**config.mk**
```make
export PLATFORM = sky130hd
export DESIGN_NAME = seq_signed_mult
export DESIGN_NICKNAME = d
export VERILOG_FILES = /design/src/rtl/seq_signed_mult_pkg.sv /design/src/rtl/seq_signed_mult_ctrl.sv /design/src/rtl/seq_signed_mult.sv
export SDC_FILE = /design/constraint.sdc
export NUM_CORES = 1
export LEC_CHECK = 0
export CORE_ASPECT_RATIO = 0.7
export CORE_UTILIZATION = 58
export DETAILED_ROUTE_END_ITERATION = 10
export DONT_BUFFER_PORTS = 1
export PLACE_DENSITY_LB_ADDON = 0.25
export SLEW_MARGIN = 20
export SYNTH_ARGS = -nofsm -noshare
export SYNTH_HDL_FRONTEND = slang
export SYNTH_SLANG_ARGS = --single-unit
```
**constraint.sdc**
```tcl
create_clock -name clk -period 2.6 [get_ports clk]
set_clock_uncertainty 0.2 [all_clocks]
set_input_delay 0.52 -clock clk [delete_from_list [all_inputs] [get_ports clk]]
set_output_delay 0.52 -clock clk [all_outputs]
set_load 0.05 [all_outputs]
```
**src/rtl/seq_signed_mult_pkg.sv**
```systemverilog
// -----------------------------------------------------------------------------
// seq_signed_mult_pkg
// Shared definitions for the sequential signed multiplier:
//   - DEFAULT_N : default operand width in bits
//   - state_t   : controller state encoding (IDLE, CALC, FIX, DONE)
// -----------------------------------------------------------------------------
package seq_signed_mult_pkg;

  localparam int DEFAULT_N = 8;

  typedef enum logic [1:0] {
    IDLE = 2'd0,
    CALC = 2'd1,
    FIX  = 2'd2,
    DONE = 2'd3
  } state_t;

endpackage : seq_signed_mult_pkg

```
**src/rtl/seq_signed_mult_ctrl.sv**
```systemverilog
// -----------------------------------------------------------------------------
// seq_signed_mult_ctrl
// Controller for the sequential signed multiplier: state machine plus the
// CALC bit counter. Produces one-cycle datapath strobes and the registered
// busy/done status outputs.
//
// Ports:
//   clk        : clock, rising edge
//   reset      : asynchronous active-high reset
//   start      : multiply request (honoured in IDLE and DONE only)
//   early_exit : datapath hint that the remaining multiplier bits are zero
//                (tied low by the top unless SEQ_SIGNED_MULT_EARLY_TERM_EN)
//   load       : capture operands this cycle
//   calc       : perform one shift-add step this cycle
//   fix        : apply sign correction and write the result this cycle
//   busy       : registered, high while the previous cycle was CALC or FIX
//   done       : registered, one-cycle pulse following the DONE state
//
// Configuration: SEQ_SIGNED_MULT_EARLY_TERM_EN is resolved in the top module,
// which drives early_exit accordingly.
// -----------------------------------------------------------------------------
module seq_signed_mult_ctrl
  import seq_signed_mult_pkg::*;
#(
  parameter int N = DEFAULT_N
) (
  input  logic clk,
  input  logic reset,
  input  logic start,
  input  logic early_exit,
  output logic load,
  output logic calc,
  output logic fix,
  output logic busy,
  output logic done
);

  // Counter must be able to hold the value N itself.
  localparam int CW = $clog2(N + 1);

  state_t          state_r;
  state_t          state_next_s;
  logic [CW-1:0]   cnt_r;
  logic [CW-1:0]   cnt_next_s;
  logic            load_s;
  logic            calc_s;
  logic            fix_s;
  logic            busy_r;
  logic            done_r;

  // State and bit-counter registers.
  always_ff @(posedge clk or posedge reset) begin
    if (reset) begin
      state_r <= IDLE;
      cnt_r   <= {CW{1'b0}};
    end else begin
      state_r <= state_next_s;
      cnt_r   <= cnt_next_s;
    end
  end

  // Status outputs are registered copies of the current state, which places
  // busy over the CALC/FIX window and done one cycle after DONE is entered.
  always_ff @(posedge clk or posedge reset) begin
    if (reset) begin
      busy_r <= 1'b0;
      done_r <= 1'b0;
    end else begin
      busy_r <= (state_r == CALC) || (state_r == FIX);
      done_r <= (state_r == DONE);
    end
  end

  // Next-state, counter update and datapath strobes.
  always_comb begin
    state_next_s = state_r;
    cnt_next_s   = cnt_r;
    load_s       = 1'b0;
    calc_s       = 1'b0;
    fix_s        = 1'b0;
    case (state_r)
      IDLE, DONE: begin
        // DONE accepts start as well so back-to-back operations skip IDLE.
        if (start) begin
          load_s       = 1'b1;
          cnt_next_s   = CW'(N);
          state_next_s = CALC;
        end else begin
          state_next_s = IDLE;
        end
      end
      CALC: begin
        calc_s     = 1'b1;
        cnt_next_s = cnt_r - CW'(1);
        // cnt_r == 1 means the counter reaches 0 after this decrement.
        if ((cnt_r == CW'(1)) || early_exit) begin
          state_next_s = FIX;
        end else begin
          state_next_s = CALC;
        end
      end
      FIX: begin
        fix_s        = 1'b1;
        state_next_s = DONE;
      end
      default: begin
        state_next_s = IDLE;
      end
    endcase
  end

  assign load = load_s;
  assign calc = calc_s;
  assign fix  = fix_s;
  assign busy = busy_r;
  assign done = done_r;

endmodule : seq_signed_mult_ctrl

```
**src/rtl/seq_signed_mult.sv**
```systemverilog
// -----------------------------------------------------------------------------
// seq_signed_mult
// Sequential two's-complement multiplier. Operands are converted to sign plus
// unsigned magnitude at capture, multiplied by an N-step shift-and-add loop,
// and the sign is re-applied in a single FIX cycle.
//
// Parameters:
//   N      : operand width in bits (N >= 2)
// Ports:
//   clk    : clock, rising edge
//   reset  : asynchronous active-high reset
//   start  : multiply request, accepted when idle or in the DONE cycle
//   a_in   : N-bit two's-complement multiplicand
//   b_in   : N-bit two's-complement multiplier
//   busy   : high while a multiply is in progress
//   done   : one-cycle pulse when result becomes valid
//   result : 2N-bit two's-complement product, held until the next result
//
// Configuration macro:
//   SEQ_SIGNED_MULT_EARLY_TERM_EN : when defined, CALC stops as soon as the
//   shifted multiplier has no set bits left; products are unchanged.
// -----------------------------------------------------------------------------
module seq_signed_mult
  import seq_signed_mult_pkg::*;
#(
  parameter int N = DEFAULT_N
) (
  input  logic           clk,
  input  logic           reset,
  input  logic           start,
  input  logic [N-1:0]   a_in,
  input  logic [N-1:0]   b_in,
  output logic           busy,
  output logic           done,
  output logic [2*N-1:0] result
);

  // Unsigned magnitude of an N-bit two's-complement value. The most negative
  // value maps to 2^(N-1), which still fits in N unsigned bits.
  function automatic logic [N-1:0] magnitude(input logic [N-1:0] v);
    logic [N-1:0] m;
    if (v[N-1]) begin
      m = ~v + {{(N-1){1'b0}}, 1'b1};
    end else begin
      m = v;
    end
    return m;
  endfunction

  // Two's-complement negation at product width.
  function automatic logic [2*N-1:0] negate(input logic [2*N-1:0] v);
    return ~v + {{(2*N-1){1'b0}}, 1'b1};
  endfunction

  logic [2*N-1:0] mcand_r;
  logic [N-1:0]   mplier_r;
  logic [2*N-1:0] acc_r;
  logic           sign_r;
  logic [2*N-1:0] result_r;

  logic           load_s;
  logic           calc_s;
  logic           fix_s;
  logic           early_exit_s;

`ifdef SEQ_SIGNED_MULT_EARLY_TERM_EN
  // After this step's shift only bits [N-1:1] survive; if none are set the
  // remaining CALC steps would add nothing.
  assign early_exit_s = (mplier_r[N-1:1] == {(N-1){1'b0}});
`else
  assign early_exit_s = 1'b0;
`endif

  seq_signed_mult_ctrl #(
    .N (N)
  ) u_ctrl (
    .clk        (clk),
    .reset      (reset),
    .start      (start),
    .early_exit (early_exit_s),
    .load       (load_s),
    .calc       (calc_s),
    .fix        (fix_s),
    .busy       (busy),
    .done       (done)
  );

  // Operand capture, shift-and-add accumulation and sign correction.
  always_ff @(posedge clk or posedge reset) begin
    if (reset) begin
      mcand_r  <= {(2*N){1'b0}};
      mplier_r <= {N{1'b0}};
      acc_r    <= {(2*N){1'b0}};
      sign_r   <= 1'b0;
      result_r <= {(2*N){1'b0}};
    end else if (load_s) begin
      mcand_r  <= {{N{1'b0}}, magnitude(a_in)};
      mplier_r <= magnitude(b_in);
      acc_r    <= {(2*N){1'b0}};
      sign_r   <= a_in[N-1] ^ b_in[N-1];
    end else if (calc_s) begin
      if (mplier_r[0]) begin
        acc_r <= acc_r + mcand_r;
      end
      mcand_r  <= {mcand_r[2*N-2:0], 1'b0};
      mplier_r <= {1'b0, mplier_r[N-1:1]};
    end else if (fix_s) begin
      // A zero magnitude stays zero regardless of the operand signs.
      if (sign_r && (acc_r != {(2*N){1'b0}})) begin
        result_r <= negate(acc_r);
      end else begin
        result_r <= acc_r;
      end
    end
  end

  assign result = result_r;

endmodule : seq_signed_mult

```
==> results.txt <==
----------------------------------------------------
[Yosys]
  Synthesized flop and latch total ... 65
  Synthesized net count ... 474
  Gate count after technology mapping ... 431
  Most frequent cell after synthesis ... dfrtp_1
  Synth warn ... 0
  Mean post-synth cell area ... 9.25 um2
  Top cells by area, synth ... dfrtp_1, ha_1, nand2_1
  Number of different library cells in the post-synthesis netlist ... 51
  Share of the synthesized area in the top cell type ... 0.408
  Number of flops mapped to enable cells by yosys ... 0
  Post-Synthesis Cell Area ... 3990 um2
  Sequential cell area fraction in the yosys report ... 0.408
  Fraction of synthesis flops using an asynchronous set or reset pin ... 1.00
  Cell types with the highest counts after synthesis ... dfrtp_1, nand2_1, o21ai_0
  Most used DFF post-synth ... dfrtp_1
  Synth area leader ... dfrtp_1

[Timing]
  Pin slew with the least headroom to its limit ... 508 ps
  Count of final setup violators ... 0
  Max frequency ... 0.391 GHz
  Endpoints failing hold ... 0
  Final critical-path required period ... 2560 ps
  Worst-case headroom to the max-slew limit ... 0.661
  Crit path setup slack, layout ... 43.3 ps
  Final critical-path share of the clock period ... 0.983
  Slew Viols, Final ... 0

[Critical path]
  Crit path required time ... 2640 ps
  Kind of end point of the critical path ... flop
  Type of the worst setup path ... flop to flop
  Largest driver fanout on the critical path ... 3
  Element type at the critical path start ... flop
  Crit path arrival time ... 2600 ps

[Clocking]
  TritonCTS Buffers ... 9
  Max H-tree Level ... 3
  Worst-case clock buffer depth ... 2
  Clk_lat worst skew ... 360 ps
  CTS tree ... done
  Number of clock sinks ... 65
  Clock transition at path regs ... 70 ps
  Master cell of the clock root buffer ... clkbuf_8

[Route]
  Detail-routed via count per cell ... 5.72
  Final Routed Wirelength ... 8390 um
  Vias post-DR ... 3081
  Remaining antenna violation count after routing ... 0
  Length of the first detailed-routing pass in iterations ... 4
  DRC Markers ... 0
  Count of routing violations after the opening detailed-route iteration ... 218
  Routed length per placed instance ... 15.6 um

[Global route]
  Via count of the first global-routing pass ... 3002
  Total routing usage reported by global routing ... 0.266
  Global-route wire length before repair ... 14500 um
  Antenna violations before repair ... 0
  Pin count of the biggest net entering global routing ... 66
  Remaining global-route overflow ... 0

[Power and ir drop]
  Static leakage power ... 2.08 nW
  Power density cells ... 1270 nW/um2
  Worst VDD drop ... 504 uV

[Floorplanning]
  Number of placed I/O pins ... 37
  Effective utilization at floorplan ... 0.620
  Die ar. ... 7210 um2
  Die extent in x ... 101 um
  Row count ... 24
  Chip Height ... 71.4 um
  Placeable core area ... 6430 um2

[Finish]
  Final standard cell count with taps included and fillers excluded ... 539
  Area growth, synth to finish ... 11.3%
  Diodes inserted ... 0
  # nets final ... 486
  Fraction of final layout cells with drive strength greater than 1 ... 0.114
  Number of filler instances in the final layout ... 517
  Final standard cell utilization of the core ... 0.690

[Placement]
  Pre-CTS WS ... 1.84 ps
  Final Wtd Congestion ... 0.891
  Estimated wirelength of the detail-placed design ... 6250 um
  IO Port Bufs ... 0
  Post-Place Cells ... 521

[Flow run]
  Count of maximum capacitance violations ... 0

[Worst hold path]
  Worst hold path class ... input port to flop

[Outcome]
  Status ... complete, no violations

----------------------------------------------------
repair_timing:
| action | in CTS | in global routing |
|---|---|---|
| setup buffers | 0 | 1 |
| gates resized for setup | 1 | 3 |
| pin swaps | 2 | 2 |
| endpoints found under the hold margin | 65 | 0 |
| endpoints found under the setup margin | 1 | 2 |
| hold buffers | 1 | 0 |
cell families (layout without fill, tap and decap cells):
logic type / Yosys count / in the layout / share of synthesized area
AO/OA/AOI/OAI: 122 / 122 / 0.198
flip-flops: 65 / 65 / 0.408
adder cells (fa/ha/maj): 24 / 24 / 0.0772
XOR/XNOR: 35 / 35 / 0.0769
AND/OR/NAND/NOR: 128 / 128 / 0.151
buffers and inverters: 37 / 54 / 0.0377
multiplexers: 20 / 20 / 0.0502
per-layer routing:
metal  wire length [um]  GRT usage  vias to the layer above
li1                   -          -                     1564
met1               4240      0.377                     1429
met2               3520      0.401                       82
met3                563     0.0810                        6
met4                 57     0.0580                        0
met5                  0          0                        -
area by class of cell:
cell class,count,area [um2],area share
clock buffer,11,141,0.0319
clock inverter,5,86.3,0.0195
inverter,15,56.3,0.0127
multi-input combinational,329,2220,0.501
sequential,65,1630,0.367
tap,91,114,0.0257
timing repair buffer,23,188,0.0423
stage by stage:
step / setup TNS (ps) / power [mW] / hold slack [ps] / area, um2
after global routing: -5.21 / 6.11 / 117 / 4440
after CTS: 0 / 5.64 / 84.0 / 4420
after global placement: 0 / 4.53 / 295 / 4180
final: 0 / 5.64 / 104 / 4440
after floorplan: 0 / 3.95 / 272 / 3990
after detailed placement: 0 / 4.63 / 303 / 4180
report_power, final:
part,switching (mW),internal (mW)
clock network,0.414,0.575
registers,0.585,1.37
logic,1.54,1.16
total,2.54,3.10
state kept, by name, summed over array words and instances (netlist names):
name,count
acc_r,16
u_ctrl.done,1
mplier_r,8
mcand_r,16
u_ctrl.busy,1
sign_r,1
result,16
u_ctrl.state_r,2
u_ctrl.cnt_r,4
layout by cell type (no fill, tap or decap), types with 3 or more instances in the layout:
master	count
a21o_1	6
mux2i_1	20
nand4_1	6
or2_2	4
inv_1	14
nand2_1	58
nor2_1	20
nor3_2	3
and3_1	3
nor3_1	3
o21ai_1	9
clkbuf_8	10
a21oi_1	21
nand2b_1	3
a22o_1	3
a32o_1	3
or4_1	3
xnor2_1	13
a211oi_1	6
xor2_1	22
o22ai_1	3
o31ai_1	6
nand3_1	8
o211ai_1	7
nand3b_1	5
o21ai_0	40
ha_1	22
nor2b_1	6
buf_4	21
dfrtp_1	65
worst max-delay path: stages, from the launching register on:
cell      delay (ps)
dfrtp_1          410
ha_2             210
fa_2             340
a21o_1           230
a221oi_4         310
nor3_2            90
or4_1            400
a32o_1           260
path summary, 6_finish.rpt:
path	start	to	slack, ps	cells past startpoint
min in group asynchronous	reset	result[6]	480	3
setup / recovery	mcand_r[0]	acc_r[14]	40	7
max in group asynchronous	reset	mplier_r[0]	1430	3
hold / removal	b_in[0]	mplier_r[0]	100	2
hold reg to reg	u_ctrl.cnt_r[1]	u_ctrl.cnt_r[1]	320	2
setup reg to reg	mcand_r[0]	acc_r[14]	40	7
No activity file was read; power rests on OpenSTA's default activity.
